==> src/rtl/dma_burst_ctrl.sv <==
// Single-channel memory-to-memory DMA engine: bursts of up to BURST words through an internal FIFO.
// Optional DMA_IRQ_EN adds a sticky completion interrupt (irq / irq_clr).
module dma_burst_ctrl #(
  parameter int DATA_W = 32,
  parameter int ADDR_W = 32,
  parameter int LEN_W  = 16,
  parameter int BURST  = 4
) (
  input  logic              clk,
  input  logic              rst,
  input  logic              start,
  input  logic [ADDR_W-1:0] src_addr,
  input  logic [ADDR_W-1:0] dest_addr,
  input  logic [LEN_W-1:0]  len,
  input  logic              src_inc,
  input  logic              dst_inc,
  input  logic              abort,
  output logic              busy,
  output logic              done,
  output logic              aborted,
  output logic              mem_req,
  output logic              mem_we,
  output logic [ADDR_W-1:0] mem_addr,
  output logic [DATA_W-1:0] mem_wdata,
  input  logic              mem_gnt,
  input  logic              mem_rvalid,
`ifdef DMA_IRQ_EN
  input  logic [DATA_W-1:0] mem_rdata,
  output logic              irq,
  input  logic              irq_clr
`else
  input  logic [DATA_W-1:0] mem_rdata
`endif
);

  localparam int IDX_W = $clog2(BURST);
  localparam int CNT_W = IDX_W + 1;
  localparam logic [ADDR_W-1:0] STEP = ADDR_W'(DATA_W / 8);

  typedef enum logic [2:0] {IDLE, RD, RD_DRAIN, WR, DONE} state_t;

  state_t            state;
  logic [ADDR_W-1:0] src_ptr;
  logic [ADDR_W-1:0] dst_ptr;
  logic [LEN_W-1:0]  remaining;
  logic              src_inc_q;
  logic              dst_inc_q;
  logic              abort_q;
  logic              end_aborted;
  logic [CNT_W-1:0]  nb;
  logic [CNT_W-1:0]  issued_cnt;
  logic [CNT_W-1:0]  recv_cnt;
  logic [CNT_W-1:0]  wr_cnt;
  logic [DATA_W-1:0] fifo [BURST];

  logic              abort_eff;
  logic              push;
  logic              issued_last;
  logic              wr_last;
  logic [ADDR_W-1:0] src_next;
  logic [ADDR_W-1:0] dst_next;
  logic [LEN_W-1:0]  rem_after;
  logic [IDX_W-1:0]  wr_idx_next;

  function automatic logic [CNT_W-1:0] burst_len(input logic [LEN_W-1:0] r);
    if (r >= LEN_W'(BURST)) burst_len = CNT_W'(BURST);
    else                    burst_len = CNT_W'(r);
  endfunction

  assign abort_eff   = abort_q | abort;
  assign push        = ((state == RD) || (state == RD_DRAIN)) && mem_rvalid;
  assign issued_last = (issued_cnt + CNT_W'(1)) == nb;
  assign wr_last     = (wr_cnt + CNT_W'(1)) == nb;
  assign src_next    = src_ptr + (src_inc_q ? STEP : '0);
  assign dst_next    = dst_ptr + (dst_inc_q ? STEP : '0);
  assign rem_after   = remaining - LEN_W'(nb);
  assign wr_idx_next = wr_cnt[IDX_W-1:0] + IDX_W'(1);

  // Each burst refills the FIFO from index 0, so the receive count is the write index
  always_ff @(posedge clk) begin
    if (push) fifo[recv_cnt[IDX_W-1:0]] <= mem_rdata;
  end

  always_ff @(posedge clk) begin
    if (rst) begin
      state       <= IDLE;
      busy        <= 1'b0;
      done        <= 1'b0;
      aborted     <= 1'b0;
      mem_req     <= 1'b0;
      mem_we      <= 1'b0;
      mem_addr    <= '0;
      mem_wdata   <= '0;
      src_ptr     <= '0;
      dst_ptr     <= '0;
      remaining   <= '0;
      src_inc_q   <= 1'b0;
      dst_inc_q   <= 1'b0;
      abort_q     <= 1'b0;
      end_aborted <= 1'b0;
      nb          <= '0;
      issued_cnt  <= '0;
      recv_cnt    <= '0;
      wr_cnt      <= '0;
    end else begin
      if (busy && abort) abort_q <= 1'b1;
      if (push) recv_cnt <= recv_cnt + CNT_W'(1);

      case (state)
        IDLE: begin
          done    <= 1'b0;
          aborted <= 1'b0;
          abort_q <= 1'b0;
          if (start) begin
            busy        <= 1'b1;
            src_ptr     <= src_addr;
            dst_ptr     <= dest_addr;
            remaining   <= len;
            src_inc_q   <= src_inc;
            dst_inc_q   <= dst_inc;
            end_aborted <= 1'b0;
            nb          <= burst_len(len);
            issued_cnt  <= '0;
            recv_cnt    <= '0;
            wr_cnt      <= '0;
            if (len == '0) begin
              state <= DONE;
            end else begin
              state     <= RD;
              mem_req   <= 1'b1;
              mem_we    <= 1'b0;
              mem_addr  <= src_addr;
              mem_wdata <= '0;
            end
          end
        end

        // Once abort is seen, the granted read is the last one; outstanding data still drains
        RD: begin
          if (mem_gnt) begin
            issued_cnt <= issued_cnt + CNT_W'(1);
            src_ptr    <= src_next;
            if (issued_last || abort_eff) begin
              mem_req <= 1'b0;
              state   <= RD_DRAIN;
            end else begin
              mem_addr <= src_next;
            end
          end
        end

        RD_DRAIN: begin
          if (recv_cnt == issued_cnt) begin
            if (abort_eff) begin
              end_aborted <= 1'b1;
              state       <= DONE;
            end else begin
              state     <= WR;
              mem_req   <= 1'b1;
              mem_we    <= 1'b1;
              mem_addr  <= dst_ptr;
              mem_wdata <= fifo[0];
            end
          end
        end

        // A final write grant completes normally even if abort arrives with it
        WR: begin
          if (mem_gnt) begin
            wr_cnt  <= wr_cnt + CNT_W'(1);
            dst_ptr <= dst_next;
            if (wr_last) begin
              remaining <= rem_after;
              if (rem_after == '0) begin
                mem_req <= 1'b0;
                mem_we  <= 1'b0;
                state   <= DONE;
              end else if (abort_eff) begin
                mem_req     <= 1'b0;
                mem_we      <= 1'b0;
                end_aborted <= 1'b1;
                state       <= DONE;
              end else begin
                state      <= RD;
                mem_req    <= 1'b1;
                mem_we     <= 1'b0;
                mem_addr   <= src_ptr;
                mem_wdata  <= '0;
                nb         <= burst_len(rem_after);
                issued_cnt <= '0;
                recv_cnt   <= '0;
                wr_cnt     <= '0;
              end
            end else if (abort_eff) begin
              mem_req     <= 1'b0;
              mem_we      <= 1'b0;
              end_aborted <= 1'b1;
              state       <= DONE;
            end else begin
              mem_addr  <= dst_next;
              mem_wdata <= fifo[wr_idx_next];
            end
          end
        end

        DONE: begin
          busy    <= 1'b0;
          done    <= 1'b1;
          aborted <= end_aborted;
          mem_req <= 1'b0;
          mem_we  <= 1'b0;
          state   <= IDLE;
        end

        default: state <= IDLE;
      endcase
    end
  end

`ifdef DMA_IRQ_EN
  // Set is taken on the same edge that raises done, and overrides a concurrent clear
  always_ff @(posedge clk) begin
    if (rst)                irq <= 1'b0;
    else if (state == DONE) irq <= 1'b1;
    else if (irq_clr)       irq <= 1'b0;
  end
`endif

endmodule
==> config.mk <==
export PLATFORM = sky130hd
export DESIGN_NAME = dma_burst_ctrl
export DESIGN_NICKNAME = d
export VERILOG_FILES = /design/src/rtl/dma_burst_ctrl.sv
export SDC_FILE = /design/constraint.sdc
export NUM_CORES = 1
export LEC_CHECK = 0
export ABC_AREA = 1
export CORE_MARGIN = 10
export CORE_UTILIZATION = 40
export CTS_CLUSTER_DIAMETER = 200
export DETAILED_ROUTE_END_ITERATION = 8
export PLACE_DENSITY_LB_ADDON = 0.25
export SLEW_MARGIN = 30
export SYNTH_ARGS = -nofsm -noshare
export SYNTH_HDL_FRONTEND = slang
export SYNTH_SLANG_ARGS = --single-unit
==> constraint.sdc <==
create_clock -name clk -period 3.2 [get_ports clk]
set_input_delay 0.8 -clock clk [delete_from_list [all_inputs] [get_ports clk]]
set_output_delay 0.8 -clock clk [all_outputs]
set_load 0.02 [all_outputs]
==> results.ini <==
[run_status]
status=completed

[finish]
diodes=0
instances_no_fill=2839
regArea_sq_um=7208
fin_util_pct=50.34
layout_commonest_cell=nand2_1
final_nets=2428
multi_input_area_sq_um=7307
num-fill-cells=3767
final_layout_size_suffix_gt1_share_pct=7.669
most-common-layout-cells=nand2_1 (520), nor2_1 (262), o21ai_0 (220), inv_1 (212), clkdlybuf4s50_1 (187)
area_growth_pct=23.73
final_cell_area_sq_um=19550

[timing]
setup_slack_ns=0.2023
report.final.slew_viol_count=0
rsz0062_at_grt=yes
min_period_over_period_pct=93.68
period_needed_ns=2.998
fin_skew_ns=0.02384
worst_pin_slew_ns=0.8906
max_clock_freq_mhz=333.6
setup_viol=0
hold_violations=0
slew-limit-headroom_pct=40.62

[power_and_ir_drop]
seq_power_share_pct=30.5
p_sw_share_pct=43.07
internal_power_w=0.01064
net-switching-power_w=0.008048
power_leakage_nw=7.596
p_comb_share_pct=46.6
cellPowerDensity_nw_per_um2=955.9
ir_drop_mv=0.7918
finalPower_w=0.01868
clkPwrFrac_pct=22.9

[route]
drt_iter0_markers=1236
drc=0
ant_nets=0
via_per_inst=5.247
wl_per_cell_um=18.41
wl_um=52270
vias=14900
drtPass1Iterations=6

[worst_setup_path]
cp.arrival_ns=3.45
crit_path_start_kind=register
worst_r2r_path_depth=19
cp-end-kind=register
cp_max_fo=64
crit_type=reg -> reg
rr_startpoint=nb[0]$_SDFFE_PP0P_
crit_start=nb[0]$_SDFFE_PP0P_
worstPathRequired_ns=3.65

[grt]
grt_max_degree=98
antenna_found_initial=3
grt_pass1_wl_um=81130
grt_pass1_vias=14430
gr-usage-all-layers_pct=21.37
grt-ovfl-total=0

[placement]
dp_hpwl_um=37140
place_area_sq_um=18300
pre_cts_ws_ns=0.1604
dp_cells=2773
io_buffers=188
place.gp.congestion=0.9360

[yosys]
synth-edff-count=128
synth_nets=2262
synthArstFlopShare_pct=0
seq_area_frac_synth_pct=45.62
syn_area_sq_um=15800
netlist_instances=2128
ys_ff_latch=296
yosys_warnings=0
ys_types=46
avgSynthCellArea_sq_um=7.424
synth_flop_cell=dfxtp_1

[die]
dieArea_sq_um=47850
core_area_sq_um=38830
die_w_um=218.7
dieHeight_um=218.7
pin_count=189
start_util_pct=40.69
num_rows=72

[hold_path]
hp-start=end_aborted$_SDFFE_PP0P_
whs_path_depth=2
hold_path.class=reg -> reg

[clock_network]
cts.sinks=296
clkLatencyLatePin_ns=0.56
numCtsBuffers=36
ctsHtreeMaxLevel=2
cts_root_buffer=clkbuf_16
cts_setup_buffers=0
cts_tree=done
cts.path.max_buffers=3
clk_pin_slew_worst_paths_ns=0.06
cts_hold_buf=0

[flow_run]
cap_violations=0

==> final timing paths <==
path / end / slack (ns)
max: mem_wdata[3]$_SDFFE_PP0P_ / 0.20
max reg2reg: mem_wdata[3]$_SDFFE_PP0P_ / 0.20
min: end_aborted$_SDFFE_PP0P_ / 0.45
min reg2reg: end_aborted$_SDFFE_PP0P_ / 0.45
==> worst max-delay path, cell delays in order, from the launching register on <==
cell     delay (ns)
dfxtp_1        0.36
ha_2           0.23
fa_1           0.41
inv_1          0.07
nand2_1        0.07
nand2_2        0.14
nand2_1        0.06
nand2_1        0.08
nand2_1        0.06
nor2_2         0.12
nand3_2        0.10
nor2_4         0.17
nand3_2        0.16
nand2_4        0.14
nand2_2        0.09
nor2_8         0.10
buf_12         0.27
nand2_1        0.10
nand2_1        0.08
nor2_1         0.04
==> state kept, by name, indices dropped and copies added (netlist names) <==
name and count:
recv_cnt 3, remaining 16, mem_addr 32, mem_we 1
done 1, aborted 1, nb 3, src_inc_q 1
end_aborted 1, wr_cnt 3, state 3, mem_wdata 32
mem_req 1, issued_cnt 3, fifo 128, src_ptr 32
abort_q 1, dst_inc_q 1, dst_ptr 32, busy 1
==> through the flow <==
stage / TNS [ns] / hold slack [ns]
after detailed placement: 0 / 0.4450
after CTS: 0 / 0.4541
final: 0 / 0.4511
after floorplan: 0 / 0.4270
after global placement: 0 / 0.4399
after global routing: -0.0006799 / 0.4800
==> power groups by stage <==
stage               combinational [W]  sequential [W]  clock, W
finish                        0.00871         0.00569   0.00428
global placement              0.00854         0.00575         0
global route                  0.00975         0.00581   0.00448
detailed placement            0.00866         0.00575         0
floorplan                     0.00551         0.00601         0
CTS                           0.00870         0.00568   0.00435
==> per-layer routing <==
| layer | routed length [um] | up-vias | global-route usage [%] |
|---|---|---|---|
| li1 | - | 7377 | - |
| met1 | 21630 | 6936 | 25.91 |
| met2 | 25540 | 481 | 37.26 |
| met3 | 3526 | 97 | 3.688 |
| met4 | 1516 | 6 | 7.699 |
| met5 | 49 | - | 0 |
==> cells in the mapped netlist, types with 2 or more instances <==
master      n  area (sq um)
edfxtp_1  128          3844
xor2_1     19         166.4
buf_6      11         123.9
clkinv_1    3         11.26
nor2_2     10         62.56
a21oi_1   134         670.6
nand3_1    94         470.5
o22ai_1     4         25.02
or2_2      14         87.58
o21ai_1     4         20.02
nor2_4      6         67.56
nor3_1     20         100.1
o21ai_0   220          1101
nand2_4    11         123.9
ha_1       13         162.7
o211ai_1   12         90.09
a221oi_1   17         148.9
a41oi_1     2         17.52
xnor2_1     9         78.83
nor4_1      2         12.51
nand4_1    45         281.5
and3_1      2         12.51
o21bai_1    3         22.52
a211oi_1    6         45.04
nand3b_1    5         37.54
a31oi_1    37         231.5
buf_2       9         45.04
nor2_1    266         998.5
dfxtp_1   168          3363
inv_1     212         795.8
nand3_2     3         30.03
nor3b_1     2         15.01
clkbuf_1   64         240.2
nand2_1   521          1956
inv_2       7         26.28
a21oi_2    10         87.58
nand2_2     7         43.79
buf_1      20         75.07
==> timing repair <==
| action | in CTS | in global routing |
|---|---|---|
| gates resized for setup | 0 | 2 |
| endpoints found under the setup margin | 0 | 37 |
| hold endpoints to repair | 0 | 0 |
==> cell type report <==
class,instances,share of cell area (%)
inverters,222,4.269
clock buffers,53,5.300
clock inverters,12,0.9921
multi-input cells,1506,37.38
well taps,518,3.316
flip-flops and latches,296,36.88
repair buffers,232,11.87
==> kinds of logic after synthesis <==
kind of cell | share of synthesized area [%]
adders and majority gates | 1.156
buffers and inverters | 8.466
DFF | 45.62
xor gates and xnor gates | 1.552
AOI/OAI and AO/OA | 15.72
and+or+nand+nor | 27.49
No activity file was read; power rests on OpenSTA's default activity.
